===== src/rtl/seq_divider_const.sv =====
// Sequential restoring divider with constant, data-independent latency.
// One quotient bit per ITER_SHIFT/ITER_SUB pair; results publish in DONE.
module seq_divider_const #(
    parameter int WIDTH = 4
) (
    input  logic             clk,
    input  logic             rst,
    input  logic             start,
    input  logic [WIDTH-1:0] dividend,
    input  logic [WIDTH-1:0] divisor,
    output logic             busy,
    output logic             done,
    output logic [WIDTH-1:0] quotient,
    output logic [WIDTH-1:0] remainder,
    output logic             div_by_zero
);
    localparam int CW = $clog2(WIDTH + 1);

    typedef enum logic [2:0] {
        IDLE,
        LOAD,
        ITER_SHIFT,
        ITER_SUB,
        DONE
    } state_t;

    state_t          state, state_nx;
    logic [CW-1:0]   cnt;
    logic [WIDTH:0]  prem;
    logic [WIDTH-1:0] dreg;
    logic [WIDTH-1:0] dsor;
    logic            dbz_r;
    logic [WIDTH:0]  diff;
    logic [WIDTH:0]  prem_nx;
    logic            ge;
    logic            last;

    assign ge      = prem >= {1'b0, dsor};
    assign diff    = prem - {1'b0, dsor};
    assign prem_nx = ge ? diff : prem;
    assign last    = cnt == CW'(1);

    always_ff @(posedge clk) begin
        if (rst) state <= IDLE;
        else     state <= state_nx;
    end

    always_comb begin
        state_nx = state;
        busy     = 1'b1;
        done     = 1'b0;
        case (state)
            IDLE: begin
                busy = 1'b0;
                if (start) state_nx = LOAD;
            end
            LOAD:       state_nx = ITER_SHIFT;
            ITER_SHIFT: state_nx = ITER_SUB;
            ITER_SUB:   state_nx = last ? DONE : ITER_SHIFT;
            DONE: begin
                done     = 1'b1;
                state_nx = IDLE;
            end
            default: begin
                busy     = 1'b0;
                state_nx = IDLE;
            end
        endcase
    end

    // Outputs load on the final ITER_SUB edge so they are valid while done is high.
    always_ff @(posedge clk) begin
        if (rst) begin
            cnt         <= '0;
            prem        <= '0;
            dreg        <= '0;
            dsor        <= '0;
            dbz_r       <= 1'b0;
            quotient    <= '0;
            remainder   <= '0;
            div_by_zero <= 1'b0;
        end else begin
            case (state)
                IDLE: begin
                    if (start) begin
                        dreg  <= dividend;
                        dsor  <= divisor;
                        dbz_r <= divisor == '0;
                    end
                end
                LOAD: begin
                    prem <= '0;
                    cnt  <= CW'(WIDTH);
                end
                ITER_SHIFT: begin
                    {prem, dreg} <= {prem, dreg} << 1;
                end
                ITER_SUB: begin
                    prem    <= prem_nx;
                    dreg[0] <= ge;
                    cnt     <= cnt - CW'(1);
                    if (last) begin
                        quotient    <= {dreg[WIDTH-1:1], ge};
                        remainder   <= prem_nx[WIDTH-1:0];
                        div_by_zero <= dbz_r;
                    end
                end
                default: ;
            endcase
        end
    end
endmodule

===== config.mk =====
export PLATFORM = sky130hd
export DESIGN_NAME = seq_divider_const
export DESIGN_NICKNAME = d
export VERILOG_FILES = /design/src/rtl/seq_divider_const.sv
export SDC_FILE = /design/constraint.sdc
export NUM_CORES = 1
export LEC_CHECK = 0
export ABC_AREA = 1
export CORE_MARGIN = 8
export CORE_UTILIZATION = 40
export CTS_BUF_LIST = sky130_fd_sc_hd__clkbuf_4 sky130_fd_sc_hd__clkbuf_8
export CTS_CLUSTER_SIZE = 12
export DETAILED_ROUTE_END_ITERATION = 8
export PLACE_DENSITY = 0.72
export SETUP_SLACK_MARGIN = 0.15
export SYNTH_ARGS = -nofsm -noshare
export SYNTH_HDL_FRONTEND = slang
export SYNTH_SLANG_ARGS = --single-unit
export TNS_END_PERCENT = 50

===== constraint.sdc =====
create_clock -name clk -period 1.95 [get_ports clk]
set_input_delay 0.195 -clock clk [delete_from_list [all_inputs] [get_ports clk]]
set_output_delay 0.195 -clock clk [all_outputs]
set_load 0.01 [all_outputs]

==> flow_summary_export.csv, run 1 <==
group,metric,value,unit
placement,dpl.hpwl,2582,um
critical_path,cp_num_buf_inv,2,
logic_synthesis,synth_area,1473,sq um
clock_tree,clockRootBuffer,"clkbuf_8",
die,core,3606,sq um
power_and_ir_drop,p_int,1.216,mW
sta,slew_headroom,0.7169,
clock_tree,cts.path.max_buffers,2,
power_and_ir_drop,power_frac_seq,0.372,
global_routing,track_usage,0.1242,
route,wl_met3,200,um
final_layout,diodes,0,
final_layout,drive_gt1_frac,0.1106,
die,start_util,0.4084,
sta,period_share,0.8856,
clock_tree,tritoncts.num_buffers,5,
critical_path,cp-end-kind,"output port",
sta,fin_ws,223.1,ps
hold_path,hp-class,"reg -> reg",
clock_tree,clock-sinks,29,
logic_synthesis,synth_top_area_frac,0.3942,
sta,tightest_slew,424.1,ps
power_and_ir_drop,p_switching,0.5547,mW
die,rows,22,
route,wl,3524,um
flow_run,cap_violations,0,
logic_synthesis,synth_edf_count,0,
final_layout,final-seq-area,580.6,sq um
clock_tree,clock_latency,280,ps
sta,setup_violations,0,
sta,rsz0062_at_grt,"yes",
logic_synthesis,synth-seq-cells,29,
critical_path,worstSetupPathType,"reg -> out",
power_and_ir_drop,power_frac_comb,0.255,
route,initialDrtViolationCount,117,
sta,fin_skew,3.276,ps
critical_path,cp_max_fo,6,
logic_synthesis,ys_types,27,
placement,gp_congestion,0.9075,
global_routing,grt_overflow,0,
sta,max_freq,579.1,MHz
clock_tree,path_clk_slew,70,ps
final_layout,fin_nets,252,
die,die_area,5879,sq um
sta,hold_violations,0,
clock_tree,hold_buffers,0,
logic_synthesis,synth_area_leader_cell,"dfxtp_1",
power_and_ir_drop,power.density,925.0,nW/um^2
die,die_h,76.68,um
route,drtPass1Iterations,4,
global_routing,grt_max_degree,16,
route,wl_met1,1617,um
final_layout,syn2layout_area_growth,29.99,%
power_and_ir_drop,clkPwrFrac,0.373,
die,boundaryPins,22,
clock_tree,htreeDepth,2,
logic_synthesis,synth_area_leaders,"dfxtp_1, nand2_1, inv_1, o21ai_0, a21oi_1",
critical_path,required,1750,ps
route,wire_per_inst,12.45,um
sta,drv_slew,0,
final_layout,multi_input_area,802.0,sq um
critical_path,critPathSlowestCell,"clkdlybuf4s50_1",
global_routing,grt_pass1_wl,6085,um
route,num_vias,1404,
die,die_w,76.68,um
power_and_ir_drop,switching_share,0.3133,
critical_path,crit_path_cell_trace,"nor2_4 > nand2_1 > inv_1 > clkdlybuf4s50_1",
clock_tree,cts_tree,"done",
final_layout,final_common_cell,"nand2_1",
logic_synthesis,syn_area_per_cell,7.184,sq um
power_and_ir_drop,power.leakage,0.8556,nW
route,remaining_drc_errors,0,
critical_path,crit_family,"buffers and inverters",
final_layout,final_cell_mix,"nand2_1, inv_1, dfxtp_1",
logic_synthesis,syn-num-nets,223,
route,ant_nets,0,
logic_synthesis,async_reset_ff_frac,0,
sta,min_period,1727,ps
final_layout,nFillCells,357,
global_routing,grt_pass1_vias,1400,
route,wl_met2,1661,um
power_and_ir_drop,ir_drop,0.4962,mV
critical_path,startpoint_type,"register",
placement,io_buffers,21,
sta,finalSetupTns,0,ps
route,top_layer,"met4",
critical_path,slowest_delay,530,ps
logic_synthesis,synth_flop_cell,"dfxtp_1",
route,viasPerCell,4.961,
outcome,status,"completed",
critical_path,cp.arrival,1530,ps
logic_synthesis,syn_inst,205,
placement,place_worst_setup_slack,234.2,ps
logic_synthesis,yosysSeqAreaShare,0.3942,
global_routing,antenna_found_initial,0,
logic_synthesis,yosysWarnings,0,
==> synth_stat cells, types with 2 or more instances <==
| cell | n |
|---|---|
| a22oi_1 | 2 |
| nor2_1 | 24 |
| ha_1 | 6 |
| o21ai_0 | 19 |
| dfxtp_1 | 29 |
| nor2_2 | 3 |
| nand2_1 | 36 |
| a21oi_1 | 18 |
| inv_1 | 29 |
| nand3_1 | 17 |
| a31oi_1 | 3 |
| nand2_2 | 2 |
| nand3b_1 | 2 |
| a21o_1 | 2 |
==> layout make-up <==
class | instances | share of cell area
clock buffer | 6 | 0.04314
clock inverter | 2 | 0.01961
multi-input combinational | 143 | 0.4190
timing repair buffer | 25 | 0.1248
tap | 48 | 0.03137
sequential | 29 | 0.3033
inverter | 30 | 0.05882
==> final timing paths <==
kind	from	end	slack, ps	cells after the start
setup reg to reg	prem[3]	prem[3]	340	10
setup / recovery	state[0]	done	220	4
hold / removal	dsor[3]	dsor[3]	460	2
hold reg to reg	dsor[3]	dsor[3]	460	2
==> layer usage <==
metal,track usage,vias up
met5,0,-
met4,0.04615,0
met3,0.03963,6
met2,0.2022,37
met1,0.1481,639
li1,-,722
==> stage by stage <==
step	hold WS, ps	instance area, sq um	power (mW)	util	std cells
2_1_floorplan	264.4	1473	0.9671	-	205
3_3_place_gp	446.3	1760	1.077	0.4882	275
3_5_place_dp	455.8	1760	1.083	0.4882	275
4_1_cts	466.5	1879	1.748	0.5212	283
5_1_grt	500.1	1914	1.872	0.5309	283
6_report	462.4	1914	1.771	0.5309	283
==> state kept, by name, summed over array words and instances (netlist names) <==
name	count
cnt	3
dbz_r	1
remainder	4
state	3
div_by_zero	1
quotient	4
dreg	4
dsor	4
prem	5
==> timing repair <==
| item | CTS | global route |
|---|---|---|
| gates resized for setup | 1 | 8 |
| buffers inserted | 0 | 0 |
| setup endpoints to repair | 2 | 11 |
==> cell families (layout without fill, tap and decap cells) <==
family,count (synthesis),after routing,share of synthesized area
xor+xnor,2,2,0.01190
buf+inv,33,63,0.08495
fa+ha+maj,7,7,0.06457
compound gates,46,46,0.1708
flops,29,29,0.3942
simple gates,88,88,0.2736
==> power groups by stage <==
stage	logic [mW]	registers, mW	clock network, mW
after floorplan	0.306	0.661	0
after global placement	0.410	0.667	0
after detailed placement	0.415	0.668	0
after CTS	0.420	0.655	0.673
after global routing	0.515	0.663	0.694
final	0.452	0.659	0.660
==> worst register-to-register path: cells and delay by family (launching register included) <==
| kind | cells | cell delay [ps] |
|---|---|---|
| buffers and inverters | 1 | 60 |
| DFF | 1 | 350 |
| AOI/OAI and AO/OA | 1 | 270 |
| and+or+nand+nor | 7 | 500 |
| adders and majority gates | 1 | 390 |
Power figures use the tool's default switching activity.
==> run 2: changes to the inputs <==
--- a/config.mk
+++ b/config.mk
@@ -7,11 +7,12 @@
 export LEC_CHECK = 0
 export ABC_AREA = 1
 export CORE_MARGIN = 8
-export CORE_UTILIZATION = 40
+export CORE_UTILIZATION = 31
 export CTS_BUF_LIST = sky130_fd_sc_hd__clkbuf_4 sky130_fd_sc_hd__clkbuf_8
-export CTS_CLUSTER_SIZE = 12
+export CTS_CLUSTER_SIZE = 10
 export DETAILED_ROUTE_END_ITERATION = 8
-export PLACE_DENSITY = 0.72
+export PLACE_DENSITY = 0.61
+export REMOVE_ABC_BUFFERS = 1
 export SETUP_SLACK_MARGIN = 0.15
 export SYNTH_ARGS = -nofsm -noshare
 export SYNTH_HDL_FRONTEND = slang
==> run 2 against run 1 <==
  * Non-clock buffer count grew 1
  * First-iteration DRC count shrank 9.4%
  * Via count grew 0.21%
  * Setup slack gained 36 ps
  * Flip-flop and latch count is the same
  * Hold slack gained 0.73 ps
  * Clock power grew 0.9%
  * Maximum frequency grew 2.1%
==> flow_summary_export.csv, run 2 (synthesis gave the netlist of run 1 again) <==
group,metric,value,unit
power_and_ir_drop,ir_drop,0.5088,mV
route,ant_nets,0,
placement,dpl.hpwl,2632,um
critical_path,r2r_slack,320,ps
critical_path,cp-end-kind,"output port",
final_layout,largest_register,"prem",
critical_path,worstSetupPathType,"reg -> out",
global_routing,antenna_found_initial,0,
clock_tree,hold_buffers,0,
critical_path,required,1750,ps
final_layout,fin_util,0.4105,
route,remaining_drc_errors,0,
final_layout,drive_gt1_frac,0.1102,
sta,period_share,0.8674,
die,boundaryPins,22,
final_layout,final_cell_mix,"nand2_1, inv_1, dfxtp_1",
die,die_area,7212,sq um
clock_tree,tritoncts.num_buffers,5,
sta,hold_violations,0,
route,wl,3658,um
placement,gp_congestion,0.8871,
route,wire_per_inst,12.61,um
sta,slew_headroom,0.7034,
route,viasPerCell,4.852,
sta,fin_skew,8.472,ps
sta,tightest_slew,444.4,ps
hold_path,whs_path_depth,2,
global_routing,track_usage,0.1086,
clock_tree,cts.path.max_buffers,2,
clock_tree,htreeDepth,2,
critical_path,cp.arrival,1500,ps
hold_path,hp-class,"reg -> reg",
placement,place_worst_setup_slack,238.6,ps
sta,rsz0062_at_grt,"yes",
final_layout,syn2layout_area_growth,29.91,%
die,start_util,0.3160,
clock_tree,clockRootBuffer,"clkbuf_8",
sta,holdWs,463.1,ps
sta,finalSetupTns,0,ps
global_routing,grt_pass1_wl,6237,um
outcome,status,"completed",
sta,drv_slew,0,
sta,setup_violations,0,
critical_path,reg2reg_depth,9,
global_routing,grt_overflow,0,
final_layout,stdcell_area,1913,sq um
clock_tree,clock-sinks,29,
sta,min_period,1691,ps
final_layout,diodes,0,
global_routing,grt_max_degree,16,
global_routing,grt_pass1_vias,1393,
clock_tree,clock_latency,280,ps
route,drtPass1Iterations,4,
flow_run,cap_violations,0,
die,die_h,84.93,um
placement,dpl_cell_area,1768,sq um
power_and_ir_drop,power.leakage,0.8564,nW
power_and_ir_drop,power.density,924.8,nW/um^2
clock_tree,path_clk_slew,70,ps
final_layout,final_common_cell,"nand2_1",
route,initialDrtViolationCount,106,
die,rows,25,
die,core,4661,sq um
sta,max_freq,591.2,MHz
critical_path,startpoint_type,"register",
final_layout,largest_register_ffs,5,
die,die_w,84.93,um
sta,fin_ws,258.7,ps
route,num_vias,1407,
clock_tree,cts_tree,"done",
critical_path,cp_max_fo,6,
final_layout,fin_nets,253,
placement,io_buffers,21,
-- run 2: metrics by stage --
| stage | total power, mW | cells |
|---|---|---|
| floorplan | 0.9641 | 202 |
| global placement | 1.084 | 281 |
| detailed placement | 1.088 | 281 |
| CTS | 1.758 | 289 |
| global route | 1.873 | 290 |
| finish | 1.769 | 290 |
-- run 2: area by class of cell --
| class | instances | area (sq um) |
|---|---|---|
| Multi-Input combinational cell | 143 | 784.5 |
| Clock inverter | 2 | 37.54 |
| Tap cell | 54 | 67.56 |
| Inverter | 30 | 112.6 |
| Sequential cell | 29 | 581.8 |
| Fill cell | 486 | 2748 |
| Clock buffer | 6 | 82.58 |
| Timing Repair Buffer | 26 | 246.5 |
-- run 2: critical path: stages (launching register included) --
cell             delay [ps]
dfxtp_1                 400
nor2_4                  130
nand2_1                  90
inv_1                    60
clkdlybuf4s50_1         530
-- run 2: report_power, final --
part	internal [mW]	leakage (nW)	switching, mW
logic	0.170	0.562	0.273
registers	0.627	0.237	0.0325
clock network	0.415	0.0574	0.251
-- run 2: per-layer routing --
| metal | up-vias | track usage | share of wire |
|---|---|---|---|
| li1 | 726 | - | - |
| met1 | 633 | 0.1260 | 0.48 |
| met2 | 41 | 0.1747 | 0.45 |
| met3 | 7 | 0.03571 | 0.049 |
| met4 | 0 | 0.05502 | 0.020 |
| met5 | - | 0 | 0 |
-- run 2: timing repair --
action                                  CTS  global route
endpoints found under the setup margin    2            11
buffers inserted                          0             1
pin swaps                                 0             1
resized for setup                         2             5
-- run 2: final timing paths --
path / startpoint / to
max: state[0] / done
min: dsor[3] / dsor[3]
max reg2reg: prem[0] / remainder[2]
min reg2reg: dsor[3] / dsor[3]
